===== src/rtl/bus_xfer_if.sv =====
// Request handshake and register-bank strobe bundle between a requester/register bank and bus_xfer_ctrl.
// The controller side uses the slave modport; the requester side uses the master modport.
`timescale 1ns/1ps
interface bus_xfer_if #(
    parameter int REG_COUNT = 8,
    parameter int BIT_COUNT = 8
);
    localparam int IDX_W = $clog2(REG_COUNT);

    logic                 req_valid;
    logic                 req_ready;
    logic [IDX_W-1:0]     req_src;
    logic [IDX_W-1:0]     req_dst;
    logic                 req_imm;
    logic [BIT_COUNT-1:0] req_data;
    logic [REG_COUNT-1:0] read_en;
    logic [REG_COUNT-1:0] write_en;
    logic                 xfer_done;
    logic                 xfer_err;
    logic [7:0]           xfer_count;

    modport master (
        output req_valid, req_src, req_dst, req_imm, req_data,
        input  req_ready, read_en, write_en, xfer_done, xfer_err, xfer_count
    );

    modport slave (
        input  req_valid, req_src, req_dst, req_imm, req_data,
        output req_ready, read_en, write_en, xfer_done, xfer_err, xfer_count
    );
endinterface


===== src/rtl/bus_xfer_ctrl.sv =====
// Register-to-register move sequencer for a shared tri-state bus: IDLE -> DRIVE -> LATCH.
// Define BUS_XFER_IMM_EN to let a request source the bus from req_data instead of a register.
`timescale 1ns/1ps
module bus_xfer_ctrl #(
    parameter int REG_COUNT = 8,
    parameter int BIT_COUNT = 8,
    localparam int IDX_W = $clog2(REG_COUNT)
) (
    input  logic                 clk,
    input  logic                 rst,
    bus_xfer_if.slave            bus,
    output wire  [BIT_COUNT-1:0] bus_out
);

    typedef enum logic [1:0] {IDLE, DRIVE, LATCH} state_t;

    localparam logic [IDX_W:0] REG_LIMIT = REG_COUNT[IDX_W:0];

    state_t               state_reg, state_next;
    logic [REG_COUNT-1:0] read_en_reg, read_en_next;
    logic [REG_COUNT-1:0] write_en_reg, write_en_next;
    logic [REG_COUNT-1:0] dst_hot_reg, dst_hot_next;
    logic                 imm_reg, imm_next;
    logic                 done_reg, done_next;
    logic                 err_reg, err_next;
    logic [7:0]           count_reg;
    logic                 drive_imm_next;
    logic                 start_xfer;

    logic [REG_COUNT-1:0] src_hot, dst_hot;
    logic                 req_is_imm;
    logic                 src_bad, dst_bad, self_move, accept;

    genvar gi;
    generate
        for (gi = 0; gi < REG_COUNT; gi++) begin : g_dec
            assign src_hot[gi] = (bus.req_src == IDX_W'(gi));
            assign dst_hot[gi] = (bus.req_dst == IDX_W'(gi));
        end
    endgenerate

`ifdef BUS_XFER_IMM_EN
    assign req_is_imm = bus.req_imm;
`else
    assign req_is_imm = 1'b0;
`endif

    // Out-of-range indices only exist when REG_COUNT is not a power of two.
    assign src_bad   = !req_is_imm && ({1'b0, bus.req_src} >= REG_LIMIT);
    assign dst_bad   = {1'b0, bus.req_dst} >= REG_LIMIT;
    assign self_move = !req_is_imm && (bus.req_src == bus.req_dst);
    assign accept    = (state_reg == IDLE) && bus.req_valid;

    assign bus.req_ready = (state_reg == IDLE) && !rst;

    // Strobes are computed one cycle ahead so that every output leaves a flop.
    always_comb begin
        state_next     = state_reg;
        read_en_next   = '0;
        write_en_next  = '0;
        dst_hot_next   = dst_hot_reg;
        imm_next       = imm_reg;
        done_next      = 1'b0;
        err_next       = 1'b0;
        drive_imm_next = 1'b0;
        start_xfer     = 1'b0;
        case (state_reg)
            IDLE: begin
                if (accept) begin
                    if (src_bad || dst_bad) begin
                        err_next = 1'b1;
                    end else if (self_move) begin
                        done_next = 1'b1;
                    end else begin
                        state_next     = DRIVE;
                        start_xfer     = 1'b1;
                        dst_hot_next   = dst_hot;
                        imm_next       = req_is_imm;
                        drive_imm_next = req_is_imm;
                        read_en_next   = req_is_imm ? '0 : src_hot;
                    end
                end
            end
            DRIVE: begin
                state_next     = LATCH;
                read_en_next   = read_en_reg;
                drive_imm_next = imm_reg;
                write_en_next  = dst_hot_reg;
            end
            LATCH: begin
                state_next = IDLE;
                done_next  = 1'b1;
            end
            default: state_next = IDLE;
        endcase
    end

    always_ff @(posedge clk or posedge rst) begin
        if (rst) begin
            state_reg    <= IDLE;
            read_en_reg  <= '0;
            write_en_reg <= '0;
            dst_hot_reg  <= '0;
            imm_reg      <= 1'b0;
            done_reg     <= 1'b0;
            err_reg      <= 1'b0;
            count_reg    <= '0;
        end else begin
            state_reg    <= state_next;
            read_en_reg  <= read_en_next;
            write_en_reg <= write_en_next;
            dst_hot_reg  <= dst_hot_next;
            imm_reg      <= imm_next;
            done_reg     <= done_next;
            err_reg      <= err_next;
            count_reg    <= count_reg + 8'(done_next);
        end
    end

    assign bus.read_en    = read_en_reg;
    assign bus.write_en   = write_en_reg;
    assign bus.xfer_done  = done_reg;
    assign bus.xfer_err   = err_reg;
    assign bus.xfer_count = count_reg;

`ifdef BUS_XFER_IMM_EN
    logic                 drive_reg;
    logic [BIT_COUNT-1:0] data_reg;

    always_ff @(posedge clk or posedge rst) begin
        if (rst) begin
            drive_reg <= 1'b0;
            data_reg  <= '0;
        end else begin
            drive_reg <= drive_imm_next;
            if (start_xfer) begin
                data_reg <= bus.req_data;
            end
        end
    end

    assign bus_out = drive_reg ? data_reg : {BIT_COUNT{1'bz}};
`else
    logic unused_imm;
    assign unused_imm = ^{bus.req_imm, bus.req_data, drive_imm_next, start_xfer};
    assign bus_out    = {BIT_COUNT{1'bz}};
`endif

endmodule

===== src/flat_wrapper.sv =====
// flat-port wrapper written by rule: the top's interface ports become plain ports
module bus_xfer_ctrl_flat 
#(
    parameter int REG_COUNT = 8,
    parameter int BIT_COUNT = 8,
    localparam int IDX_W = $clog2(REG_COUNT)
)
  (clk, rst, bus_out, bus_req_valid, bus_req_src, bus_req_dst, bus_req_imm, bus_req_data, bus_req_ready, bus_read_en, bus_write_en, bus_xfer_done, bus_xfer_err, bus_xfer_count);
  bus_xfer_if #(.REG_COUNT(REG_COUNT), .BIT_COUNT(BIT_COUNT)) bus_i ();
  input  logic clk;
  input  logic rst;
  output wire  [BIT_COUNT-1:0] bus_out;
  input wire logic [$bits(bus_i.req_valid)-1:0] bus_req_valid;
  input wire logic [$bits(bus_i.req_src)-1:0] bus_req_src;
  input wire logic [$bits(bus_i.req_dst)-1:0] bus_req_dst;
  input wire logic [$bits(bus_i.req_imm)-1:0] bus_req_imm;
  input wire logic [$bits(bus_i.req_data)-1:0] bus_req_data;
  output wire logic [$bits(bus_i.req_ready)-1:0] bus_req_ready;
  output wire logic [$bits(bus_i.read_en)-1:0] bus_read_en;
  output wire logic [$bits(bus_i.write_en)-1:0] bus_write_en;
  output wire logic [$bits(bus_i.xfer_done)-1:0] bus_xfer_done;
  output wire logic [$bits(bus_i.xfer_err)-1:0] bus_xfer_err;
  output wire logic [$bits(bus_i.xfer_count)-1:0] bus_xfer_count;
  assign bus_i.req_valid = bus_req_valid;
  assign bus_i.req_src = bus_req_src;
  assign bus_i.req_dst = bus_req_dst;
  assign bus_i.req_imm = bus_req_imm;
  assign bus_i.req_data = bus_req_data;
  assign bus_req_ready = bus_i.req_ready;
  assign bus_read_en = bus_i.read_en;
  assign bus_write_en = bus_i.write_en;
  assign bus_xfer_done = bus_i.xfer_done;
  assign bus_xfer_err = bus_i.xfer_err;
  assign bus_xfer_count = bus_i.xfer_count;
  bus_xfer_ctrl #(.REG_COUNT(REG_COUNT), .BIT_COUNT(BIT_COUNT)) u_core (.clk(clk), .rst(rst), .bus(bus_i), .bus_out(bus_out));
endmodule

===== config.mk =====
export PLATFORM = sky130hd
export DESIGN_NAME = bus_xfer_ctrl_flat
export DESIGN_NICKNAME = d
export VERILOG_FILES = /design/src/rtl/bus_xfer_if.sv /design/src/rtl/bus_xfer_ctrl.sv /design/src/flat_wrapper.sv
export SDC_FILE = /design/constraint.sdc
export NUM_CORES = 1
export LEC_CHECK = 0
export ABC_AREA = 1
export BUFFER_PORTS_ARGS = -buffer_cell sky130_fd_sc_hd__buf_2
export CAP_MARGIN = 20
export CELL_PAD_IN_SITES_DETAIL_PLACEMENT = 1
export CELL_PAD_IN_SITES_GLOBAL_PLACEMENT = 1
export CORE_MARGIN = 1
export CORE_UTILIZATION = 35
export DETAILED_ROUTE_END_ITERATION = 8
export GPL_ROUTABILITY_DRIVEN = 1
export GPL_TIMING_DRIVEN = 0
export PLACE_DENSITY_LB_ADDON = 0.05
export SLEW_MARGIN = 10
export SYNTH_ARGS = -nofsm -noshare
export SYNTH_HDL_FRONTEND = slang
export SYNTH_SLANG_ARGS = --single-unit

===== constraint.sdc =====
create_clock -name clk -period 2.4 [get_ports clk]
set_input_delay 0.24 -clock clk [delete_from_list [all_inputs] [get_ports clk]]
set_output_delay 0.24 -clock clk [all_outputs]
set_load 0.1 [all_outputs]

==> qor.yml <==
layout:
  final_cell_count_no_fill: 276
  fill_cells: 519
  synthToLayoutAreaGrowth_pct: 24.8
  num-nets-final: 245
  diodes: 0
  drive_gt1_frac: 0.265
  multi_input_area_um2: 541
  regArea_um2: 876
  fin_area_um2: 1930
global_route:
  track_usage: 0.160
  first_global_vias: 1217
  antenna_found_initial: 0
  grt_overflow: 0
  grt_pass1_wl_um: 5470
  grt_max_degree: 22
timing:
  fin_setup_tns_ns: 0
  timing.final.crit_share: 0.844
  final.setup.worst_slack_ns: 0.375
  finalSetupViolCount: 0
  drv_slew: 0
  finalClockSkew_ns: 0.00582
  tightest_slew_ns: 0.666
  fin_crit_ns: 2.03
  rsz0062_at_grt: "no"
  maxSlewHeadroom: 0.555
  finalHoldViolations: 0
  max_freq_mhz: 494
place:
  gp_routability_congestion: 0.756
  pre_cts_ws_ns: 0.166
  place_inst: 267
  dp_hpwl_um: 2510
  placed_area_um2: 1840
  portBuffers: 34
cts:
  cts_root_buffer: "clkbuf_8"
  insertion_delay_ns: 0.28
  cts.sinks: 35
  ctsHtreeMaxLevel: 2
  postCtsHoldBufs: 0
  tritoncts.num_buffers: 5
  cts_buffer_depth: 2
  cts_tree: "yes"
  clk_pin_slew_worst_paths_ns: 0.07
routing:
  drc: 0
  via_count: 1216
  avgViaCountPerCell: 4.41
  wl_per_cell_um: 11.9
  drt_iter0_drc: 46
  routed_wl_um: 3300
  drt_pass1_iterations: 4
  ant_nets: 0
worst_setup_path:
  r2r_slack_ns: 0.37
  cp-start-kind: "register"
  cp_max_fo: 3
  crit_path_end_kind: "register"
  r2r-start: "u_core.state_reg[0]"
  rr_worst_depth: 10
  startpoint: "u_core.state_reg[0]"
  worstSetupPathType: "register to register"
  crit_required_ns: 2.57
  r2r-end: "u_core.bus.xfer_count[7]"
  crit_arrival_ns: 2.19
  worstSetupEndpoint: "u_core.bus.xfer_count[7]"
floorplanning:
  fp.dieW_um: 68.5
  rows: 23
  start_util: 0.376
  dieArea_um2: 4690
  chipHeight_um: 68.5
  core_area_um2: 4120
  io_pins: 53
synth:
  syn_area_um2: 1550
  syn_inst: 174
  ys_warn_count: 0
  synth-seq-cells: 35
  post-synth-top-area-cell: "dfrtp_1"
  seq_area_frac_synth: 0.566
  synthTopCellsByArea: "dfrtp_1 (57%), nand2_1 (11%), nand3_1 (6.1%)"
  synth_cell_types: 18
  syn_area_per_cell_um2: 8.89
  yosysTopAreaCellShare: 0.566
power:
  p_per_area_nw_per_um2: 979
  p_total_w: 0.00189
  vdd_drop_max_mv: 0.601
  p_leak_nw: 1.12
hold_path:
  min_path_type: "input pin to async pin"
status:
  status: "finished, final reports clean"
run:
  drv_cap: 0
## synth_stat cells
| cell type | number |
|---|---|
| nor2_2 | 2 |
| buf_4 | 10 |
| nand2_1 | 45 |
| nand3_2 | 1 |
| nand4_1 | 1 |
| inv_2 | 3 |
| xor2_1 | 4 |
| conb_1 | 1 |
| nand2_2 | 1 |
| o21ai_0 | 1 |
| nor2_1 | 19 |
| nor3_1 | 8 |
| nand3_1 | 19 |
| ha_1 | 2 |
| inv_1 | 18 |
| xnor2_1 | 3 |
| buf_6 | 1 |
| dfrtp_1 | 35 |
## routing by layer
layer,routed length [um],track usage,up-vias,share of wire
met1,1550,0.199,562,0.47
met4,63,0.0703,0,0.019
met3,150,0.0350,6,0.045
met5,0,0,-,0
li1,-,-,614,-
met2,1530,0.265,34,0.47
## cells in the final DEF (no fill, tap or decap)
cell type,n
xnor2_1,3
nor3_1,8
nand3_2,1
o21ai_0,1
nand3_1,19
nand4_1,1
inv_2,3
nand2_1,45
clkbuf_8,5
clkbuf_1,2
nor2_2,1
conb_1,9
inv_1,18
dfrtp_1,35
nor2_1,19
nor2_4,1
buf_4,11
buf_6,1
buf_16,1
nand2_2,1
buf_2,34
clkinv_2,1
ha_1,2
xor2_1,4
## worst max-delay path, stage by stage, from the launching register on
cell and delay, ns:
dfrtp_1 0.39, inv_1 0.10, nand2_1 0.13, nor2_4 0.16, nand4_1 0.16, o21ai_0 0.15
ha_1 0.22, nand3_1 0.13, nor2_1 0.20, nand3_1 0.12, xor2_1 0.16
## power breakdown
group / internal, W / switching [W] / total (W)
registers: 0.000670 / 0.0000586 / 0.000729
logic: 0.000121 / 0.000641 / 0.000762
clock network: 0.000203 / 0.000195 / 0.000398
## kinds of logic after synthesis
logic type	share of synthesized area
XOR/XNOR	0.0396
flip-flops	0.566
adder cells (fa/ha/maj)	0.0162
other	0.00242
buffers and inverters	0.107
AND/OR/NAND/NOR	0.265
AO/OA/AOI/OAI	0.00323
## final cells by class
class / instances / area share
repair buffers: 36 / 0.106
flip-flops and latches: 35 / 0.454
plain buffers: 11 / 0.0447
multi-input cells: 115 / 0.280
clock inverters: 1 / 0.00259
inverters: 21 / 0.0408
well taps: 50 / 0.0324
clock buffers: 7 / 0.0395
## repair_timing
action	CTS	global route
setup endpoints to repair	0	2
resized for setup	0	1
buffers inserted	0	1
## how the worst min path moves through the flow
stage                     cells past startpoint  slack, ns                   from                        to
after CTS                                     2       0.08                    rst     u_core.bus.read_en[6]
after global placement                        2       0.46  u_core.dst_hot_reg[1]     u_core.dst_hot_reg[1]
after detailed placement                      2       0.39                    rst  u_core.bus.xfer_count[7]
after floorplan                               1       0.39                    rst     u_core.bus.read_en[0]
after global routing                          2       0.11                    rst  u_core.bus.xfer_count[7]
final                                         2       0.06                    rst  u_core.bus.xfer_count[7]
## stage by stage
| stage | hold WS (ns) | util |
|---|---|---|
| 4_1_cts | 0.0814 | 0.466 |
| 6_report | 0.0584 | 0.469 |
| 5_1_grt | 0.109 | 0.469 |
| 3_3_place_gp | 0.462 | 0.440 |
| 2_1_floorplan | 0.394 | - |
| 3_5_place_dp | 0.387 | 0.446 |
(Power assumes the default switching activity.)
